`src/rtl/alu_op_sequencer_if.sv`:
```
// Handshake and bus bundle between the instruction source, the sequencer, the ALU and the result consumer.
// The slave modport is the sequencer's view; master is the environment around it.
interface alu_op_sequencer_if;
    logic        in_valid;
    logic        in_ready;
    logic [31:0] in_instr;
    logic [31:0] in_opA;
    logic [31:0] in_opB;
    logic [31:0] in_pc;

    logic [31:0] alu_operandA;
    logic [31:0] alu_operandB;
    logic [4:0]  alu_opcode;
    logic [4:0]  alu_shamt;
    logic [31:0] alu_result;
    logic        alu_isNotEqual;
    logic        alu_isLessThan;
    logic        alu_overflow;

    logic        out_valid;
    logic        out_ready;
    logic        out_wen;
    logic [4:0]  out_rd;
    logic [31:0] out_data;
    logic        out_branch;
    logic [31:0] out_target;
    logic        out_illegal;

    modport slave (
        input  in_valid, in_instr, in_opA, in_opB, in_pc,
        input  alu_result, alu_isNotEqual, alu_isLessThan, alu_overflow,
        input  out_ready,
        output in_ready,
        output alu_operandA, alu_operandB, alu_opcode, alu_shamt,
        output out_valid, out_wen, out_rd, out_data, out_branch, out_target, out_illegal
    );

    modport master (
        output in_valid, in_instr, in_opA, in_opB, in_pc,
        output alu_result, alu_isNotEqual, alu_isLessThan, alu_overflow,
        output out_ready,
        input  in_ready,
        input  alu_operandA, alu_operandB, alu_opcode, alu_shamt,
        input  out_valid, out_wen, out_rd, out_data, out_branch, out_target, out_illegal
    );
endinterface

```
`src/rtl/alu_op_sequencer.sv`:
```
// Sequences one instruction at a time through an external ALU and returns a registered result packet.
// EXEC lasts two cycles: load the ALU drive registers, then capture the ALU outputs.
module alu_op_sequencer #(
    parameter logic [4:0] RSTATUS = 5'd30
) (
    input logic           clock,
    input logic           reset,
    alu_op_sequencer_if.slave bus
);
    localparam logic [4:0] OP_R    = 5'b00000;
    localparam logic [4:0] OP_BNE  = 5'b00010;
    localparam logic [4:0] OP_ADDI = 5'b00101;
    localparam logic [4:0] OP_BLT  = 5'b00110;

    typedef enum logic [1:0] {IDLE, EXEC, DONE} state_t;

    state_t      state_q;
    logic        ph_q;
    logic [4:0]  opc_q, rdf_q;
    logic [16:0] imm_q;
    logic [31:0] opa_q, opb_q, pc_q;
    logic [31:0] alu_a_q, alu_b_q, alu_a_d, alu_b_d;
    logic [4:0]  alu_op_q, alu_sh_q, alu_op_d, alu_sh_d;
    logic        valid_q, wen_q, branch_q, illegal_q;
    logic        wen_d, branch_d, illegal_d;
    logic [4:0]  rd_q, rd_d;
    logic [31:0] data_q, data_d, target_q, target_d;

    logic [4:0]  aluop, shamt;
    logic [31:0] simm;
    logic        in_ready, accept;

    assign aluop    = imm_q[6:2];
    assign shamt    = imm_q[11:7];
    assign simm     = {{15{imm_q[16]}}, imm_q};
    assign in_ready = (state_q == IDLE) || (state_q == DONE && bus.out_ready);
    assign accept   = bus.in_valid && in_ready;

    always_comb begin
        alu_a_d  = opa_q;
        alu_b_d  = opb_q;
        alu_op_d = 5'd1;
        alu_sh_d = 5'd0;
        case (opc_q)
            OP_R:    begin alu_op_d = aluop; alu_sh_d = shamt; end
            OP_ADDI: begin alu_b_d = simm; alu_op_d = 5'd0; end
            default: ;
        endcase
    end

    // Overflow on add/sub/addi redirects the write to the status register with a cause code.
    always_comb begin
        wen_d     = 1'b0;
        rd_d      = rdf_q;
        data_d    = 32'd0;
        branch_d  = 1'b0;
        target_d  = 32'd0;
        illegal_d = 1'b0;
        case (opc_q)
            OP_R: begin
                if (aluop <= 5'd5) begin
                    wen_d  = 1'b1;
                    data_d = bus.alu_result;
                    if (bus.alu_overflow && aluop == 5'd0) begin
                        rd_d = RSTATUS; data_d = 32'd1;
                    end else if (bus.alu_overflow && aluop == 5'd1) begin
                        rd_d = RSTATUS; data_d = 32'd3;
                    end
                end else begin
                    illegal_d = 1'b1;
                end
            end
            OP_ADDI: begin
                wen_d  = 1'b1;
                data_d = bus.alu_result;
                if (bus.alu_overflow) begin
                    rd_d = RSTATUS; data_d = 32'd2;
                end
            end
            OP_BNE: begin
                branch_d = bus.alu_isNotEqual;
                target_d = pc_q + 32'd1 + simm;
            end
            OP_BLT: begin
                branch_d = bus.alu_isLessThan;
                target_d = pc_q + 32'd1 + simm;
            end
            default: illegal_d = 1'b1;
        endcase
        if (rd_d == 5'd0) wen_d = 1'b0;
    end

    always_ff @(posedge clock or negedge reset) begin
        if (!reset) begin
            state_q   <= IDLE;
            ph_q      <= 1'b0;
            opc_q     <= '0;
            rdf_q     <= '0;
            imm_q     <= '0;
            opa_q     <= '0;
            opb_q     <= '0;
            pc_q      <= '0;
            alu_a_q   <= '0;
            alu_b_q   <= '0;
            alu_op_q  <= '0;
            alu_sh_q  <= '0;
            valid_q   <= 1'b0;
            wen_q     <= 1'b0;
            rd_q      <= '0;
            data_q    <= '0;
            branch_q  <= 1'b0;
            target_q  <= '0;
            illegal_q <= 1'b0;
        end else begin
            case (state_q)
                EXEC: begin
                    if (!ph_q) begin
                        alu_a_q  <= alu_a_d;
                        alu_b_q  <= alu_b_d;
                        alu_op_q <= alu_op_d;
                        alu_sh_q <= alu_sh_d;
                        ph_q     <= 1'b1;
                    end else begin
                        wen_q     <= wen_d;
                        rd_q      <= rd_d;
                        data_q    <= data_d;
                        branch_q  <= branch_d;
                        target_q  <= target_d;
                        illegal_q <= illegal_d;
                        valid_q   <= 1'b1;
                        state_q   <= DONE;
                    end
                end
                DONE: if (bus.out_ready) begin
                    valid_q <= 1'b0;
                    state_q <= IDLE;
                end
                default: ;
            endcase
            // A new accept overrides the DONE->IDLE exit so the next instruction starts on the same edge.
            if (accept) begin
                opc_q   <= bus.in_instr[31:27];
                rdf_q   <= bus.in_instr[26:22];
                imm_q   <= bus.in_instr[16:0];
                opa_q   <= bus.in_opA;
                opb_q   <= bus.in_opB;
                pc_q    <= bus.in_pc;
                ph_q    <= 1'b0;
                state_q <= EXEC;
            end
        end
    end

    assign bus.in_ready     = in_ready;
    assign bus.alu_operandA = alu_a_q;
    assign bus.alu_operandB = alu_b_q;
    assign bus.alu_opcode   = alu_op_q;
    assign bus.alu_shamt    = alu_sh_q;
    assign bus.out_valid    = valid_q;
    assign bus.out_wen      = wen_q;
    assign bus.out_rd       = rd_q;
    assign bus.out_data     = data_q;
    assign bus.out_branch   = branch_q;
    assign bus.out_target   = target_q;
    assign bus.out_illegal  = illegal_q;
endmodule

```
`src/flat_wrapper.sv`:
```
// flat-port wrapper written by rule: the top's interface ports become plain ports
module alu_op_sequencer_flat 
#(
    parameter logic [4:0] RSTATUS = 5'd30
)
  (clock, reset, bus_in_valid, bus_in_instr, bus_in_opA, bus_in_opB, bus_in_pc, bus_alu_result, bus_alu_isNotEqual, bus_alu_isLessThan, bus_alu_overflow, bus_out_ready, bus_in_ready, bus_alu_operandA, bus_alu_operandB, bus_alu_opcode, bus_alu_shamt, bus_out_valid, bus_out_wen, bus_out_rd, bus_out_data, bus_out_branch, bus_out_target, bus_out_illegal);
  alu_op_sequencer_if bus_i ();
  input logic clock;
  input logic reset;
  input wire logic [$bits(bus_i.in_valid)-1:0] bus_in_valid;
  input wire logic [$bits(bus_i.in_instr)-1:0] bus_in_instr;
  input wire logic [$bits(bus_i.in_opA)-1:0] bus_in_opA;
  input wire logic [$bits(bus_i.in_opB)-1:0] bus_in_opB;
  input wire logic [$bits(bus_i.in_pc)-1:0] bus_in_pc;
  input wire logic [$bits(bus_i.alu_result)-1:0] bus_alu_result;
  input wire logic [$bits(bus_i.alu_isNotEqual)-1:0] bus_alu_isNotEqual;
  input wire logic [$bits(bus_i.alu_isLessThan)-1:0] bus_alu_isLessThan;
  input wire logic [$bits(bus_i.alu_overflow)-1:0] bus_alu_overflow;
  input wire logic [$bits(bus_i.out_ready)-1:0] bus_out_ready;
  output wire logic [$bits(bus_i.in_ready)-1:0] bus_in_ready;
  output wire logic [$bits(bus_i.alu_operandA)-1:0] bus_alu_operandA;
  output wire logic [$bits(bus_i.alu_operandB)-1:0] bus_alu_operandB;
  output wire logic [$bits(bus_i.alu_opcode)-1:0] bus_alu_opcode;
  output wire logic [$bits(bus_i.alu_shamt)-1:0] bus_alu_shamt;
  output wire logic [$bits(bus_i.out_valid)-1:0] bus_out_valid;
  output wire logic [$bits(bus_i.out_wen)-1:0] bus_out_wen;
  output wire logic [$bits(bus_i.out_rd)-1:0] bus_out_rd;
  output wire logic [$bits(bus_i.out_data)-1:0] bus_out_data;
  output wire logic [$bits(bus_i.out_branch)-1:0] bus_out_branch;
  output wire logic [$bits(bus_i.out_target)-1:0] bus_out_target;
  output wire logic [$bits(bus_i.out_illegal)-1:0] bus_out_illegal;
  assign bus_i.in_valid = bus_in_valid;
  assign bus_i.in_instr = bus_in_instr;
  assign bus_i.in_opA = bus_in_opA;
  assign bus_i.in_opB = bus_in_opB;
  assign bus_i.in_pc = bus_in_pc;
  assign bus_i.alu_result = bus_alu_result;
  assign bus_i.alu_isNotEqual = bus_alu_isNotEqual;
  assign bus_i.alu_isLessThan = bus_alu_isLessThan;
  assign bus_i.alu_overflow = bus_alu_overflow;
  assign bus_i.out_ready = bus_out_ready;
  assign bus_in_ready = bus_i.in_ready;
  assign bus_alu_operandA = bus_i.alu_operandA;
  assign bus_alu_operandB = bus_i.alu_operandB;
  assign bus_alu_opcode = bus_i.alu_opcode;
  assign bus_alu_shamt = bus_i.alu_shamt;
  assign bus_out_valid = bus_i.out_valid;
  assign bus_out_wen = bus_i.out_wen;
  assign bus_out_rd = bus_i.out_rd;
  assign bus_out_data = bus_i.out_data;
  assign bus_out_branch = bus_i.out_branch;
  assign bus_out_target = bus_i.out_target;
  assign bus_out_illegal = bus_i.out_illegal;
  alu_op_sequencer #(.RSTATUS(RSTATUS)) u_core (.clock(clock), .reset(reset), .bus(bus_i));
endmodule
```
`config.mk`:
```
export PLATFORM = sky130hd
export DESIGN_NAME = alu_op_sequencer_flat
export DESIGN_NICKNAME = d
export VERILOG_FILES = /design/src/rtl/alu_op_sequencer_if.sv /design/src/rtl/alu_op_sequencer.sv /design/src/flat_wrapper.sv
export SDC_FILE = /design/constraint.sdc
export NUM_CORES = 1
export LEC_CHECK = 0
export ABC_AREA = 1
export CAP_MARGIN = 20
export CORE_MARGIN = 3
export CORE_UTILIZATION = 35
export DETAILED_ROUTE_END_ITERATION = 8
export PLACE_DENSITY = 0.71
export SLEW_MARGIN = 20
export SYNTH_ARGS = -nofsm -noshare
export SYNTH_HDL_FRONTEND = slang
export SYNTH_SLANG_ARGS = --single-unit
```
`constraint.sdc`:
```
create_clock -name clock -period 2.68 [get_ports clock]
set_clock_uncertainty 0.15 [all_clocks]
set_input_delay 0.402 -clock clock [delete_from_list [all_inputs] [get_ports clock]]
set_output_delay 0.402 -clock clock [all_outputs]
set_load 0.01 [all_outputs]
```
# ---- Word-level counts from Yosys, hierarchy flattened
# Index checks and enable logic that the tools add are counted.
dict set report totals {
  reg_bits 273
  word_cells 80
}
dict set report op_classes {
  n_reduce_logical 18
  n_lt_le_gt_ge 1
  muxes 29
  addsub 2
  bitwise_logic 1
  eq_ne 10
}
# op n
set op_table {}
lappend op_table {{2-to-1 mux 32 bit} 6}
lappend op_table {{one-hot mux 32 bit (2 select lines)} 1}
lappend op_table {{adder 32 x 1 -> 32 bit (second input constant)} 1}
lappend op_table {{adder 32 bit} 1}
lappend op_table {{2-to-1 mux 5 bit} 5}
lappend op_table {{one-hot mux 5 bit (2 select lines)} 2}
lappend op_table {{logical NOT 5 bit} 3}
lappend op_table {{== test 5 x 3 -> 1 bit (second input constant)} 2}
lappend op_table {{one-hot mux 1 bit (2 select lines)} 4}
lappend op_table {{2-to-1 mux 1 bit} 7}
lappend op_table {{2-to-1 mux 2 bit} 3}
lappend op_table {{AND reduction 3 bit} 2}
lappend op_table {{== test 5 x 1 -> 1 bit (second input constant)} 1}
lappend op_table {{== test 5 x 2 -> 1 bit (second input constant)} 1}
lappend op_table {{less-or-equal comparator 5 x 3 -> 1 bit (second input constant)} 1}
lappend op_table {{logical AND 1 bit} 4}
lappend op_table {{one-hot mux 2 bit (2 select lines)} 1}
lappend op_table {{AND reduction 2 bit} 2}
lappend op_table {{nonzero test 2 bit} 2}
lappend op_table {{!= test 3 x 1 -> 1 bit (second input constant)} 1}
lappend op_table {{!= test 3 x 2 -> 1 bit (second input constant)} 1}
lappend op_table {{nonzero test 3 bit} 1}
lappend op_table {{OR reduction 3 bit} 1}
lappend op_table {{== test 2 x 1 -> 1 bit (second input constant)} 1}
lappend op_table {{other kinds (7)} 7}

# ---- Longest topological paths before layout
dict set report logic_depth {
  depth_word 8
  mapped_depth 14
  ltp_nobuf 14
}

# ---- Worst setup path after synthesis
# OpenSTA, ideal clock, no wires.
dict set report synth_path {
  path_kind {reg-to-reg}
  start {register u_core.imm_q[16]}
  end {register u_core.target_q[28], in the netlist u_core.bus.out_target[28]}
  slack_ns 0.681
  arrival_ns 1.732
  setup_ns 0.117
  path_stages_with_launch 12
  cell_sequence {dfrtp_1 > ha_1 > nand2_1 > inv_1 > nand2_1 > inv_1 > nand2_1 > nand2_1 > a21oi_1 > nand3_1 > nand3_1 > nand2_1}
}
dict set report synth_between {
  elab_chain_len 2
}
# item line
set synth_lines {}
lappend synth_lines {{from (decl)} alu_op_sequencer.sv:20} ;# logic [16:0] imm_q;
lappend synth_lines {{from (signal assigned)} alu_op_sequencer.sv:144} ;# imm_q <= bus.in_instr[16:0];
lappend synth_lines {{adder 32 bit} {alu_op_sequencer.sv:82, alu_op_sequencer.sv:86}}
lappend synth_lines {{2-to-1 mux 32 bit} n/a}
lappend synth_lines {{to (signal assigned)} alu_op_sequencer.sv:128} ;# target_q <= target_d;
lappend synth_lines {{to (decl)} alu_op_sequencer.sv:27} ;# logic [31:0] data_q, data_d, target_q, target_d;
# No other way between the ends.
# A chain may end at the register's enable or synchronous reset.

# ---- Worst setup path in the final report
dict set report layout_path {
  start {register u_core.imm_q[16]}
  end {register u_core.target_q[24], in the netlist u_core.bus.out_target[24]}
}
# The elaborated chain is that of the path after synthesis.

==> results.txt <==
----------------------------------------------------
[Synthesis]
  Post-synthesis compound-gate area fraction ... 8.19%
  Number of flip-flops and latches in the synthesized netlist ... 273
  Mux cell area share after synthesis ... 0%
  Post-synth EDFFs ... 0
  Share of flip-flops with an asynchronous set or reset after synthesis ... 100%
  Largest family of logic cells by synthesized area ... simple AND/OR/NAND/NOR gates
  Mapped Cells ... 1696
  Syn nets ... 1899
  Post-Syn Area ... 13200 µm²
  Ys flop type ... dfrtp_1
  Proportion of synthesized chip area in sequential cells ... 51.9%
  Mean instance size in the synthesized netlist ... 7.76 µm²
  Yosys synthesis warning count ... 0
  Xor and xnor area share after synthesis ... 0.200%
  Number of distinct library cells after synthesis ... 40
  Simple logic cell fraction of the synthesized area ... 29.6%
  Adder-cell share of the synthesized area ... 3.48%

[Timing]
  Final setup violation count ... 0
  Final slew viol count ... 0
  Hold Fails Final Rpt ... 0
  Maximum frequency from static timing analysis ... 0.419 GHz
  Minimum clock period after layout ... 2.39 ns
  Final period util ... 89.0%
  Least-Margin Pin Slew ... 0.918 ns
  RSZ-0062 raised after global routing ... false
  Setup TNS ... 0 ns
  Worst max-slew margin expressed relative to the limit ... 38.7%

[Routing]
  Wirelength per Cell ... 15.6 µm
  Iteration-0 DRC count of the detailed router ... 570
  Antenna-violating nets left ... 0
  DR pass1 iterations ... 5
  Drt total wl ... 39300 µm
  DR DRC count ... 0
  Vias after detailed routing ... 11746
  Via/cell ratio ... 4.67

[Power]
  Power share of the sequential group ... 48.5%
  Pwr/cell area ... 478 nW/µm²
  Tot Pwr ... 8.51 mW
  Internal power contribution ... 6.67 mW
  Power share of the clock group ... 47.3%
  Switching power summed over all nets ... 1.84 mW
  Leakage power ... 9.28 nW
  Combinational share of power ... 4.2%
  Sw frac ... 21.6%
  Peak supply drop ... 0.514 mV

[Worst hold path]
  Class of the tightest hold or removal check ... in2async

[Floorplanning]
  Die outline width ... 200 µm
  CORE AREA ... 36900 µm²
  Num ports ... 315
  Initial cell density of the core ... 35.7%
  Die Y ... 200 µm
  Number of cell rows ... 70
  Die Footprint ... 40000 µm²

[Clock tree]
  Root Buffer ... clkbuf_16
  CTS buffer count ... 31
  Clock edge transition at the registers on the reported setup and hold paths ... 0.06 ns
  H-tree level count ... 1
  CTS tree ... yes
  Clock Latency Late Sink ... 0.59 ns
  Number of buffers between clock root and the deepest sink ... 3
  Num Clock Sinks ... 273

[Global routing]
  Number of global-route vias before repair ... 11652
  Number of antenna violations at the first check in global routing ... 5
  Maximum number of pins on one net before global-route repair ... 110
  First-pass GRT wire length ... 61400 µm
  GRT Total Usage ... 19.2%
  Remaining Overflow, GRT ... 0

[Layout]
  Most used cells in the layout excluding fill and tap cells ... nand2_1, clkdlybuf4s50_1, dfrtp_1, inv_1, a21oi_1
  Most common cell after layout, fill and taps aside ... nand2_1
  Area used by sequential logic in the layout ... 6830 µm²
  Layout area overhead ... 35.2%
  Number of nets in the layout ... 2196
  Multi-input logic area ... 5490 µm²
  Share of cells above drive strength 1 ... 6.32%
  FILL cells ... 3586
  Ant diodes ... 0

[Run status]
  Outcome ... complete, no violations

[Setup path]
  Endpoint required time on the critical path ... 3.01 ns
  Signal arrival time at the worst endpoint ... 2.71 ns
  Nature of the critical path endpoint ... flip-flop
  Critical path start-end classification ... reg2reg
  Worst Path Max Fanout ... 17
  Startpoint kind of the worst setup timing path ... flip-flop

[Place]
  Number of input and output port buffers inserted ... 309
  Final RePlAce weighted congestion ... 0.887
  Detailed placer's ending HPWL ... 28100 µm

[Job]
  Max cap viols ... 0

----------------------------------------------------
[power groups by stage]
stage,registers [mW],clock network [mW],logic [mW]
floorplan,4.20,0,0.0218
global placement,4.20,0,0.364
detailed placement,4.20,0,0.368
CTS,4.12,4.17,0.371
global route,4.12,4.33,0.395
finish,4.12,4.02,0.361
[registers in the layout (all words and copies together) (netlist names)]
register / count
u_core.ph_q: 1
u_core.bus.out_wen: 1
u_core.alu_a_d: 32
u_core.bus.out_illegal: 1
u_core.bus.out_data: 32
u_core.bus.alu_operandA: 32
u_core.bus.out_target: 32
u_core.pc_q: 32
u_core.bus.out_rd: 5
u_core.state_q: 2
u_core.bus.alu_opcode: 5
u_core.imm_q: 17
u_core.opb_q: 32
u_core.opc_q: 5
u_core.bus.alu_operandB: 32
u_core.bus.alu_shamt: 5
u_core.bus.out_branch: 1
u_core.bus.out_valid: 1
u_core.rdf_q: 5
[path summary, 6_finish.rpt]
check                                              endpoint  cells after the start                         from  slack [ns]
worst max-delay path              u_core.bus.out_target[24]                     12             u_core.imm_q[16]        0.29
worst min-delay path                        u_core.pc_q[22]                      2                        reset        0.16
worst max register to register    u_core.bus.out_target[24]                     12             u_core.imm_q[16]        0.29
worst min register to register  u_core.bus.alu_operandA[17]                      2  u_core.bus.alu_operandA[17]        0.32
max in group asynchronous                  u_core.opb_q[22]                      3                        reset        1.39
min in group clock                       u_core.alu_a_d[29]                      3               bus_in_opA[29]        0.20
[through the flow]
| step | instances | setup slack (ns) | instance area, µm² | hold WS, ns | utilization, % |
|---|---|---|---|---|---|
| 2_1_floorplan | 1696 | 0.681 | 13200 | -0.0436 | - |
| 3_3_place_gp | 2463 | 0.302 | 16800 | 0.173 | 45.7 |
| 3_5_place_dp | 2463 | 0.287 | 16800 | 0.176 | 45.7 |
| 4_1_cts | 2515 | 0.269 | 17800 | 0.127 | 48.3 |
| 5_1_grt | 2515 | 0.0680 | 17800 | 0.162 | 48.3 |
| 6_report | 2515 | 0.294 | 17800 | 0.156 | 48.3 |
[critical path, cell delays in order, from the launching register on]
cell and delay (ns):
dfrtp_1 0.62, ha_1 0.53, nand2_1 0.10, inv_1 0.09, nand2_1 0.11, inv_1 0.09
nand2_1 0.07, nor2_1 0.11, nand2_1 0.10, nand3_1 0.10, nand2_1 0.05, nand3_1 0.10
nand2_1 0.06
[logic make-up (layout without fill, tap and decap cells)]
group,count (synthesis),count (layout)
buf+inv,212,527
fa+ha+maj,36,36
simple gates,990,990
compound gates,182,182
flops,273,273
xor+xnor,3,3
[final cells by class]
class / count / share of cell area, %
Sequential cell: 273 / 38.4
Multi-Input combinational cell: 1211 / 30.8
Timing Repair Buffer: 328 / 18.8
Clock buffer: 45 / 5.10
Tap cell: 504 / 3.54
Inverter: 148 / 3.15
Clock inverter: 6 / 0.267
[metal layers]
metal | up-vias | GRT usage [%] | part of all wire [%]
met5 | - | 0 | 0.22
met1 | 5545 | 24.4 | 43
met4 | 10 | 4.50 | 2.3
met2 | 304 | 31.9 | 46
met3 | 61 | 6.51 | 8.3
li1 | 5826 | - | -
[cell usage after synthesis (all sizes together), types with 3 or more instances]
cell type  number  area [µm²]
nand2         842        3190
inv           148         556
dfrtp         273        6830
ha             35         438
nand3          50         260
o21ai          83         532
nand3b          3        22.5
o31ai           6        45.0
a21oi          82         414
a21o            3        22.5
nand4           5        43.8
nor3            6        35.0
buf            37         218
clkbuf         27         101
nor2           80         325
and2            3        18.8
[repair_timing]
item                                    in CTS  in global routing
resized for setup                            1                  1
setup buffers                                0                  0
endpoints found under the setup margin       1                 21
hold buffers                                 1                  0
hold endpoints to repair                   153                  0
Note: power is estimated with default switching activity, not from simulation.
